===== src/rtl/rfa_regbank.sv =====
// rfa_regbank: accumulator write-back register bank. Holds 14 registers that
// can be loaded from the accumulator bus, incremented or cleared.
// Optional build macro RFA_SAT_EN: increments saturate at all-ones instead of
// wrapping to zero; wrap then flags the attempted increment at saturation.
module rfa_regbank #(
  parameter int unsigned WIDE_W   = 16,
  parameter int unsigned NARROW_W = 8
) (
  input  logic                clk,
  input  logic                rst,
  input  logic [3:0]          RFA_sel,
  input  logic                RFA_en,
  input  logic [WIDE_W-1:0]   datain,
  input  logic [3:0]          INC_sel,
  input  logic                INC_en,
  input  logic [3:0]          CLR_sel,
  input  logic                CLR_en,
  output logic [NARROW_W-1:0] rfa_N,
  output logic [NARROW_W-1:0] rfa_M,
  output logic [NARROW_W-1:0] rfa_P,
  output logic [NARROW_W-1:0] rfa_ROW,
  output logic [NARROW_W-1:0] rfa_COL,
  output logic [NARROW_W-1:0] rfa_CURR,
  output logic [WIDE_W-1:0]   rfa_R,
  output logic [WIDE_W-1:0]   rfa_SUM,
  output logic [WIDE_W-1:0]   rfa_STA,
  output logic [WIDE_W-1:0]   rfa_STB,
  output logic [WIDE_W-1:0]   rfa_STC,
  output logic [WIDE_W-1:0]   rfa_A,
  output logic [WIDE_W-1:0]   rfa_B,
  output logic [WIDE_W-1:0]   rfa_R1,
  output logic                wr_ack,
  output logic [3:0]          wr_sel,
  output logic                wrap
);

  localparam int unsigned NUM_NAR  = 6;
  localparam int unsigned NUM_WIDE = 8;

  // Select codes, index 0 in the low nibble: N M P ROW COL CURR
  localparam logic [4*NUM_NAR-1:0]  NAR_CODES  = {4'd7, 4'd6, 4'd5, 4'd3, 4'd2, 4'd1};
  // R SUM STA STB STC A B R1
  localparam logic [4*NUM_WIDE-1:0] WIDE_CODES = {4'd14, 4'd13, 4'd12, 4'd11,
                                                  4'd10, 4'd9,  4'd8,  4'd4};

  logic                w_wr_valid;
  logic [NUM_NAR-1:0]  w_wrap_nar;
  logic [NUM_WIDE-1:0] w_wrap_wide;
  logic                r_wr_ack;
  logic [3:0]          r_wr_sel;
  logic                r_wrap;

  assign w_wr_valid = RFA_en && (RFA_sel != 4'd0) && (RFA_sel != 4'd15);

  for (genvar g = 0; g < NUM_NAR; g++) begin : g_nar
    logic [NARROW_W-1:0] r_q;
    logic                w_wr;
    logic                w_clr;
    logic                w_inc;
    logic                w_full;

    assign w_wr   = RFA_en && (RFA_sel == NAR_CODES[4*g +: 4]);
    assign w_clr  = CLR_en && (CLR_sel == NAR_CODES[4*g +: 4]);
    assign w_inc  = INC_en && (INC_sel == NAR_CODES[4*g +: 4]);
    assign w_full = (r_q == {NARROW_W{1'b1}});
    // Increment that actually executes on an all-ones value
    assign w_wrap_nar[g] = w_inc && !w_wr && !w_clr && w_full;

    // Narrow register update: write beats clear beats increment
    always_ff @(posedge clk or posedge rst) begin
      if (rst) begin
        r_q <= '0;
      end else if (w_wr) begin
        r_q <= datain[NARROW_W-1:0];
      end else if (w_clr) begin
        r_q <= '0;
      end else if (w_inc) begin
`ifdef RFA_SAT_EN
        if (!w_full) r_q <= r_q + NARROW_W'(1);
`else
        r_q <= r_q + NARROW_W'(1);
`endif
      end
    end
  end

  for (genvar g = 0; g < NUM_WIDE; g++) begin : g_wide
    logic [WIDE_W-1:0] r_q;
    logic              w_wr;
    logic              w_clr;
    logic              w_inc;
    logic              w_full;

    assign w_wr   = RFA_en && (RFA_sel == WIDE_CODES[4*g +: 4]);
    assign w_clr  = CLR_en && (CLR_sel == WIDE_CODES[4*g +: 4]);
    assign w_inc  = INC_en && (INC_sel == WIDE_CODES[4*g +: 4]);
    assign w_full = (r_q == {WIDE_W{1'b1}});
    // Increment that actually executes on an all-ones value
    assign w_wrap_wide[g] = w_inc && !w_wr && !w_clr && w_full;

    // Wide register update: write beats clear beats increment
    always_ff @(posedge clk or posedge rst) begin
      if (rst) begin
        r_q <= '0;
      end else if (w_wr) begin
        r_q <= datain;
      end else if (w_clr) begin
        r_q <= '0;
      end else if (w_inc) begin
`ifdef RFA_SAT_EN
        if (!w_full) r_q <= r_q + WIDE_W'(1);
`else
        r_q <= r_q + WIDE_W'(1);
`endif
      end
    end
  end

  // Write acknowledge, last accepted select and wrap status
  always_ff @(posedge clk or posedge rst) begin
    if (rst) begin
      r_wr_ack <= 1'b0;
      r_wr_sel <= 4'd0;
      r_wrap   <= 1'b0;
    end else begin
      r_wr_ack <= w_wr_valid;
      if (w_wr_valid) r_wr_sel <= RFA_sel;
      r_wrap   <= (|w_wrap_nar) || (|w_wrap_wide);
    end
  end

  assign rfa_N    = g_nar[0].r_q;
  assign rfa_M    = g_nar[1].r_q;
  assign rfa_P    = g_nar[2].r_q;
  assign rfa_ROW  = g_nar[3].r_q;
  assign rfa_COL  = g_nar[4].r_q;
  assign rfa_CURR = g_nar[5].r_q;
  assign rfa_R    = g_wide[0].r_q;
  assign rfa_SUM  = g_wide[1].r_q;
  assign rfa_STA  = g_wide[2].r_q;
  assign rfa_STB  = g_wide[3].r_q;
  assign rfa_STC  = g_wide[4].r_q;
  assign rfa_A    = g_wide[5].r_q;
  assign rfa_B    = g_wide[6].r_q;
  assign rfa_R1   = g_wide[7].r_q;
  assign wr_ack   = r_wr_ack;
  assign wr_sel   = r_wr_sel;
  assign wrap     = r_wrap;

endmodule


===== config.mk =====
export PLATFORM = sky130hd
export DESIGN_NAME = rfa_regbank
export DESIGN_NICKNAME = d
export VERILOG_FILES = /design/src/rtl/rfa_regbank.sv
export SDC_FILE = /design/constraint.sdc
export NUM_CORES = 1
export LEC_CHECK = 0
export BUFFER_PORTS_ARGS = -buffer_cell sky130_fd_sc_hd__buf_2
export CORE_MARGIN = 2
export CORE_UTILIZATION = 40
export CTS_BUF_LIST = sky130_fd_sc_hd__clkbuf_2 sky130_fd_sc_hd__clkbuf_4 sky130_fd_sc_hd__clkbuf_8
export DETAILED_ROUTE_END_ITERATION = 10
export HOLD_SLACK_MARGIN = 0.12
export PLACE_DENSITY = 0.61
export SLEW_MARGIN = 20
export SYNTH_ARGS = -nofsm -noshare
export SYNTH_HDL_FRONTEND = slang
export SYNTH_SLANG_ARGS = --single-unit
export TNS_END_PERCENT = 30

===== constraint.sdc =====
create_clock -name clk -period 4.9 [get_ports clk]
set_input_delay 0 -clock clk [delete_from_list [all_inputs] [get_ports clk]]
set_output_delay 0 -clock clk [all_outputs]
set_load 0.01 [all_outputs]

==> impl_metrics.csv, run 1 <==
group,metric,value,unit
timing,rsz0062_at_grt,"false",
global_route,antenna_found_initial,2,
timing,hold_violations,0,
place,port_buffers,214,
synth,ys_ff_latch,182,
detailed_routing,vias_per_cell,6.02,
synth,ys.flop_type,"dfrtp_1",
floorplan,die_y,172,um
synth,async_reset_ff_frac,1.00,
synth,synth_edf_count,0,
place,place_area,12700,sq um
timing,clock_skew,0.0232,ns
floorplan,ios,215,
cts,cts_tree,"yes",
outcome,status,"complete, no violations",
cts,h-tree-depth,4,
timing,fin_crit_sh,0.495,
detailed_routing,drtIter0Drc,1401,
finish,stdcell_area,13400,sq um
global_route,grt_pass1_wl,63400,um
timing,relSlewSlack,0.187,
global_route,grt_pass1_vias,10800,
finish,layout_common_cells,"nand2_1, buf_2, dfrtp_1",
critical_path,crit_arrival,2.79,ns
critical_path,path_max_fanout,15,
cts,cts.clk_slew.worst_paths,0.11,ns
detailed_routing,drc,0,
timing,fmax,0.412,GHz
timing,fin_crit,2.42,ns
cts,clock-sinks,182,
synth,netlist_area,11300,sq um
synth,seq_area_frac_synth,0.402,
cts,postCtsResizedCells,0,
synth,ys_types,73,
cts,clk_latency,0.49,ns
timing,setup_tns,0,ns
flow_run,maxCapViolations,0,
critical_path,path_class,"input pin to register",
place,placed_cells,1899,
synth,syn_nets,1403,
synth,avgSynthCellArea,8.35,sq um
power,p_total,4.21,mW
min_path,hold_class,"input pin to asynchronous set/reset pin",
synth,syn-instance-count,1356,
place,pre_cts_ws,2.59,ns
global_route,grt_max_degree,183,
cts,cts-root-buf,"clkbuf_8",
critical_path,cp-end-kind,"register",
critical_path,critPathLaunchType,"input pin",
floorplan,fp.coreArea,27900,sq um
power,power-per-cell-area,313,nW/um^2
finish,final_common_cell,"nand2_1",
power,ir_drop,153,uV
cts,ctsLongestPathBuffers,2,
timing,slew_viol_final,0,
place,post-dp-hpwl,28900,um
timing,whs,0.143,ns
critical_path,cp.required,5.27,ns
detailed_routing,wl_per_cell,21.5,um
floorplan,die_area,29700,sq um
floorplan,fp-row-count,61,
detailed_routing,dr.pass1.iters,7,
power,p_leak,5.83,nW
place,globalplace.congestion,0.918,
cts,holdBufCountCts,29,
detailed_routing,num_vias,11800,
floorplan,die_width,172,um
cts,cts_setup_buffers,0,
synth,yosysTopAreaCellShare,0.402,
finish,drive_gt1_frac,0.188,
timing,setup_slack,2.48,ns
synth,yosysTopAreaCell,"dfrtp_1",
global_route,grt_usage,0.281,
timing,worstMarginPinSlew,1.22,ns
timing,setup_viol,0,
floorplan,start_util,0.407,
synth,yosysWarnings,0,
finish,final_util,0.482,
cts,cts_buffers,17,
critical_path,rrSetupSlack,2.66,ns
detailed_routing,wirelength,42200,um
synth,synthTopCellsByArea,"dfrtp_1, nand2_1, a21oi_1",
detailed_routing,final_antenna_net_count,0,
finish,final_cells,1961,
global_route,overflow,0,
finish,nNetsFinal,1617,
finish,syn_to_final_growth,18.6,%
==> final cells by class <==
class	instances	area, sq um
Clock buffer	17	234
Multi-Input combinational cell	1095	6420
Inverter	16	63.8
Timing Repair Buffer	258	1510
Clock inverter	14	175
Fill cell	2793	14400
Sequential cell	182	4550
Tap cell	378	473
Antenna cell	1	2.50
==> metal layers <==
layer,wire length (um),vias up,share of wire,GRT usage
met5,9,-,0.00021,0
met4,1070,2,0.025,0.0990
met3,3260,70,0.077,0.0561
met2,19400,530,0.46,0.439
met1,18500,5811,0.44,0.389
li1,-,5400,-,-
==> cell families (layout without fill, tap and decap cells) <==
family | after synthesis | count (layout) | share of synthesized area
AOI/OAI and AO/OA | 426 | 426 | 0.233
xor gates and xnor gates | 81 | 81 | 0.0626
adders and majority gates | 14 | 14 | 0.0155
buffers and inverters | 79 | 305 | 0.0307
DFF | 182 | 182 | 0.402
muxes | 13 | 13 | 0.0115
other | 0 | 1 | 0
and+or+nand+nor | 561 | 561 | 0.244
==> critical path, cell delays in order <==
cell and delay [ns]:
dlygate4sd3_1 0.54, buf_2 0.25, or2_2 0.24, a2bb2oi_1 0.82
nand2_1 0.59, a21oi_1 0.28, a21oi_1 0.07
==> state kept, by name, indices dropped and copies added, names as in the netlist, 4 cells and up <==
signal / flops
rfa_SUM: 16
rfa_B: 16
rfa_CURR: 8
rfa_R1: 16
rfa_P: 8
rfa_N: 8
rfa_STB: 16
rfa_M: 8
rfa_R: 16
rfa_STA: 16
wr_sel: 4
rfa_STC: 16
rfa_ROW: 8
rfa_COL: 8
rfa_A: 16
==> report_power, final <==
group,total (mW),internal (mW),leakage (nW),switching (mW)
registers,2.08,1.72,2.42,0.362
clock network,1.14,0.510,0.205,0.628
logic,0.988,0.417,3.20,0.572
total,4.21,2.65,5.83,1.56
==> cells in the mapped netlist (12+ instances only) <==
library cell	count
nand2_1	235
nand3_1	65
nor2_1	76
a32o_1	20
and3_1	20
o21ai_0	141
o22ai_1	12
and4_1	17
nor4_1	15
a22o_1	14
ha_1	14
nor3_1	20
a21oi_1	141
xnor2_1	35
mux2i_1	13
a2bb2oi_1	14
dfrtp_1	182
buf_2	20
xor2_1	46
clkbuf_1	37
inv_1	16
nand4_1	38
==> path summary, 6_finish.rpt <==
path                       startpoint         end  depth (start not counted)
min                               rst   rfa_B[10]                          4
max in group asynchronous         rst  rfa_COL[2]                          5
min reg2reg                  rfa_A[5]    rfa_A[5]                          1
max reg2reg                  rfa_B[0]        wrap                          6
min in group clk           CLR_sel[3]    rfa_M[3]                          4
max                        RFA_sel[1]   rfa_R[15]                          7
Power figures use the tool's default switching activity.
==> run 2, diff against run 1 <==
- clock period: 4.9 -> 2.2 ns (I/O delays scaled with it)
==> run 2 against run 1 <==
Effect of this change: via count up 1.5%; setup slack worse by 2.5 ns; register-to-register slack worse by 2.5 ns; core utilization up 1.4 points; count of clock-buffer cells in the layout up 2; wire length up 2.0%; first-iteration DRC count down 16%; clock power up 100%; non-clock buffer count up 54; critical path depth unchanged; clock skew about the same.
==> impl_metrics.csv, run 2 (same netlist as run 1, synthesis figures left out) <==
group,metric,value,unit
timing,fin_crit_sh,0.989,
timing,setup_viol,0,
timing,setup_tns,0,ns
finish,final_common_cell,"nand2_1",
critical_path,cp-end-kind,"register",
floorplan,fp-row-count,61,
finish,layout_common_cells,"nand2_1, buf_2, dfrtp_1",
finish,stdcell_area,13800,sq um
timing,slew_viol_final,0,
floorplan,fp.coreArea,27900,sq um
finish,fillers,2747,
flow_run,maxCapViolations,0,
cts,cts_buffers,17,
global_route,grt_pass1_vias,11000,
global_route,grt_usage,0.289,
timing,hold_violations,0,
detailed_routing,wl_per_cell,21.3,um
floorplan,die_width,172,um
cts,ctsLongestPathBuffers,2,
floorplan,start_util,0.407,
global_route,grt_max_degree,66,
place,placed_cells,1950,
finish,final_util,0.496,
timing,worstMarginPinSlew,0.717,ns
min_path,hold_path_depth,5,
critical_path,crit_arrival,2.53,ns
timing,fmax,0.459,GHz
place,place_area,13100,sq um
detailed_routing,drc,0,
outcome,status,"complete, no violations",
floorplan,die_area,29700,sq um
finish,final_cells,2017,
place,globalplace.congestion,0.937,
finish,nNetsFinal,1671,
critical_path,cp.required,2.55,ns
finish,drive_gt1_frac,0.212,
global_route,antenna_found_initial,3,
floorplan,ios,215,
power,power-per-cell-area,666,nW/um^2
detailed_routing,drtIter0Drc,1170,
place,post-dp-hpwl,30200,um
timing,clock_skew,0.0234,ns
min_path,hold_class,"input pin to register",
power,ir_drop,340,uV
timing,rsz0062_at_grt,"false",
critical_path,path_class,"input pin to register",
critical_path,path_max_fanout,15,
cts,cts_setup_buffers,0,
critical_path,r2r_cells,7,
cts,cts-root-buf,"clkbuf_8",
critical_path,critPathLaunchType,"input pin",
detailed_routing,vias_per_cell,5.95,
finish,regArea,4550,sq um
timing,relSlewSlack,0.522,
floorplan,die_y,172,um
detailed_routing,wirelength,43000,um
detailed_routing,dr.pass1.iters,6,
cts,clk_latency,0.51,ns
global_route,grt_pass1_wl,65100,um
detailed_routing,final_antenna_net_count,0,
place,port_buffers,214,
cts,h-tree-depth,4,
detailed_routing,num_vias,12000,
cts,clock-sinks,182,
global_route,overflow,0,
cts,cts.clk_slew.worst_paths,0.10,ns
finish,multiInputGateArea,6420,sq um
timing,fin_crit,2.18,ns
cts,cts_tree,"yes",
power,p_leak,6.08,nW
finish,syn_to_final_growth,22.1,%
==> run 2: timing repair <==
item / in CTS / in global routing
hold buffers: 33 / 0
gates resized for setup: 0 / 0
hold endpoints to repair: 347 / 0
==> run 2: final cells by class <==
type,count,share of cell area
Clock inverter,12,0.00878
Clock buffer,19,0.0185
Antenna cell,3,0.000543
Sequential cell,182,0.329
Inverter,16,0.00462
Timing Repair Buffer,312,0.139
Tap cell,378,0.0342
Multi-Input combinational cell,1095,0.465
==> run 2: critical path, stage by stage <==
cell	delay, ns
dlygate4sd3_1	0.54
buf_2	0.26
or3b_1	0.56
o22ai_4	0.26
o32ai_1	0.18
nor4_1	0.58
nand4_1	0.16
==> run 2: where the power goes <==
part	internal (mW)	switching (mW)
sequential	3.84	0.734
clock	0.953	1.37
combinational	0.975	1.34
==> run 2: final timing paths <==
kind	startpoint	end	slack, ns
max	RFA_en	wrap	0.02
min	INC_sel[1]	rfa_P[5]	0.20
max reg2reg	rfa_B[1]	wrap	0.14
min reg2reg	rfa_A[5]	rfa_A[5]	0.53
max in group asynchronous	rst	rfa_M[6]	0.84
min in group asynchronous	rst	rfa_B[7]	0.65
==> run 2: metal layers <==
metal | share of wire | GRT usage | vias up
met5 | 0 | 0 | -
li1 | - | - | 5487
met2 | 0.46 | 0.452 | 519
met1 | 0.43 | 0.401 | 5912
met4 | 0.027 | 0.0965 | 0
met3 | 0.076 | 0.0581 | 78
==> run 2: per-stage QoR <==
stage	worst slack [ns]	total power [mW]	hold slack, ns
after floorplan	-0.137	5.71	0.117
after global placement	0.115	6.81	0.0561
after detailed placement	0.0972	6.86	0.0486
after CTS	0.0560	9.24	0.148
after global routing	0.0165	9.68	0.238
final	0.0231	9.21	0.199
==> run 3, diff against run 2 <==
- CORE_UTILIZATION: 40 -> 45
- MAX_ROUTING_LAYER: not set -> met4
- PLACE_DENSITY: 0.61 -> 0.68
==> run 3 against run 2 <==
Effect of this change: sequential power barely moved; count of clock-buffer cells in the layout fell by 1; wire length fell by 4.1%; global-route usage rose by 3.0 points; clock skew fell by 0.0035 ns; clock power rose by 2%; register-to-register slack improved by 0.12 ns; sequential cell count did not move; largest cell class unchanged.
==> impl_metrics.csv, run 3 (same netlist as run 1, synthesis figures left out) <==
group,metric,value,unit
outcome,status,"complete, no violations",
cts,cts_buffers,17,
finish,fillers,2410,
place,globalplace.congestion,0.952,
power,p_seq_frac,0.498,
critical_path,crit_chain,"dlygate4sd3_1, buf_2, nand2_2, o21ai_0, dlygate4sd3_1, a21oi_1, dlygate4sd3_1",
finish,nNetsFinal,1662,
finish,final_cells,1960,
critical_path,critPathBufInv,4,
cts,ctsLongestPathBuffers,2,
cts,h-tree-depth,4,
critical_path,r2r_cells,6,
floorplan,die_width,163,um
timing,fin_crit_sh,0.947,
cts,clk_latency,0.48,ns
min_path,min_from,"INC_sel[0]",
timing,fmax,0.480,GHz
power,combPwrFrac,0.246,
power,p_sw,3.39,mW
cts,cts_setup_buffers,0,
critical_path,path_max_fanout,15,
place,post-dp-hpwl,29000,um
finish,stdcell_area,13700,sq um
timing,clock_skew,0.0199,ns
critical_path,path_class,"input pin to register",
detailed_routing,wirelength,41200,um
timing,setup_viol,0,
critical_path,crit_slowest_cell,"dlygate4sd3_1",
min_path,hold_path_end,"rfa_STB[0]",
global_route,grt_pass1_wl,63400,um
place,placed_cells,1895,
timing,relSlewSlack,0.476,
floorplan,die_area,26500,sq um
power,switching_share,0.368,
finish,final_common_cell,"nand2_1",
detailed_routing,drc,0,
critical_path,rrSetupSlack,0.26,ns
power,clockPowerShare,0.256,
power,p_int,5.82,mW
critical_path,r2r_start,"rfa_SUM[0]",
detailed_routing,final_antenna_net_count,0,
finish,syn_to_final_growth,20.8,%
cts,cts.clk_slew.worst_paths,0.10,ns
global_route,grt_max_degree,124,
global_route,overflow,0,
critical_path,cpPeakStageDelay,0.58,ns
place,pre_cts_ws,0.331,ns
timing,worstMarginPinSlew,0.787,ns
finish,layout_common_cells,"nand2_1, buf_2, dfrtp_1",
min_path,hold_path_depth,4,
floorplan,ios,215,
detailed_routing,wl_per_cell,21.0,um
power,p_leak,6.04,nW
place,port_buffers,214,
timing,setup_tns,0,ns
cts,cts_tree,"yes",
timing,hold_violations,0,
power,power-per-cell-area,673,nW/um^2
finish,drive_gt1_frac,0.210,
flow_run,maxCapViolations,0,
timing,rsz0062_at_grt,"false",
floorplan,start_util,0.454,
global_route,grt_usage,0.319,
critical_path,critPathMostFrequentCell,"dlygate4sd3_1",
floorplan,die_y,163,um
floorplan,fp.coreArea,25000,sq um
floorplan,fp-row-count,58,
detailed_routing,vias_per_cell,6.18,
critical_path,cp-end-kind,"register",
timing,setup_slack,0.117,ns
detailed_routing,dr.pass1.iters,5,
critical_path,cp.required,2.56,ns
power,ir_drop,387,uV
finish,final_util,0.548,
global_route,antenna_found_initial,2,
critical_path,critPathLaunchType,"input pin",
global_route,grt_pass1_vias,11300,
min_path,hold_class,"input pin to register",
critical_path,path_delay_family,"buffers and inverters",
place,place_area,13000,sq um
timing,slew_viol_final,0,
detailed_routing,drtIter0Drc,1455,
detailed_routing,num_vias,12100,
timing,fin_crit,2.08,ns
cts,clock-sinks,182,
cts,cts-root-buf,"clkbuf_8",
critical_path,reg2reg_to,"wrap",
critical_path,crit_arrival,2.45,ns
[run 3: cell count changes in the layout (fill, tap and decap cells not counted), sizes merged]
cell,delta
buf,-7
bufinv,+1
clkbuf,-1
clkinvlp,+1
diode,-1
dlygate4sd3,-2
[run 3: timing repair]
item,CTS,global route
endpoints found under the setup margin,0,1
endpoints found under the hold margin,347,0
resized for setup,0,1
hold buffers,31,0
[run 3: layout make-up]
| type | count | area, sq um | area share |
|---|---|---|---|
| multi-input combinational | 1095 | 6420 | 0.470 |
| sequential | 182 | 4550 | 0.333 |
| timing repair buffer | 303 | 1830 | 0.134 |
| tap | 330 | 413 | 0.0302 |
| clock buffer | 18 | 241 | 0.0177 |
| clock inverter | 14 | 148 | 0.0108 |
| inverter | 16 | 63.8 | 0.00466 |
| antenna | 2 | 5.00 | 0.000366 |
[run 3: metrics by stage]
| stage | hold slack, ns | power [mW] |
|---|---|---|
| floorplan | 0.117 | 5.71 |
| global placement | 0.276 | 6.75 |
| detailed placement | 0.272 | 6.83 |
| CTS | 0.141 | 9.22 |
| global route | 0.199 | 9.66 |
| finish | 0.198 | 9.20 |
[run 3: power groups by stage]
stage | Sequential, mW | Clock (mW) | Combinational, mW
global route | 4.66 | 2.51 | 2.50
global placement | 4.60 | 0 | 2.15
CTS | 4.56 | 2.39 | 2.26
finish | 4.58 | 2.36 | 2.26
detailed placement | 4.62 | 0 | 2.20
floorplan | 4.69 | 0 | 1.01
[run 3: worst max-delay path by stage]
stage,from,endpoint,cells past startpoint
2_1_floorplan,rst,rfa_A[0],1
3_3_place_gp,rfa_B[5],wrap,6
3_5_place_dp,RFA_en,wrap,6
4_1_cts,RFA_sel[1],wr_ack,7
5_1_grt,RFA_sel[2],rfa_SUM[15],7
6_report,RFA_sel[1],wr_ack,7
[run 3: routing by layer]
layer | GRT usage | part of all wire | vias up
met5 | - | 0 | -
met4 | 0.144 | 0.043 | 0
met3 | 0.0576 | 0.10 | 114
met2 | 0.478 | 0.45 | 725
met1 | 0.423 | 0.40 | 5787
li1 | - | - | 5483
[run 3: worst reg2reg max path: stages (launching register included)]
cell and delay [ns]:
dfrtp_1 0.41, ha_1 0.21, and4_1 0.27, nand3_1 0.13, nor4_1 0.54, nor4_1 0.17, nand4_1 0.13
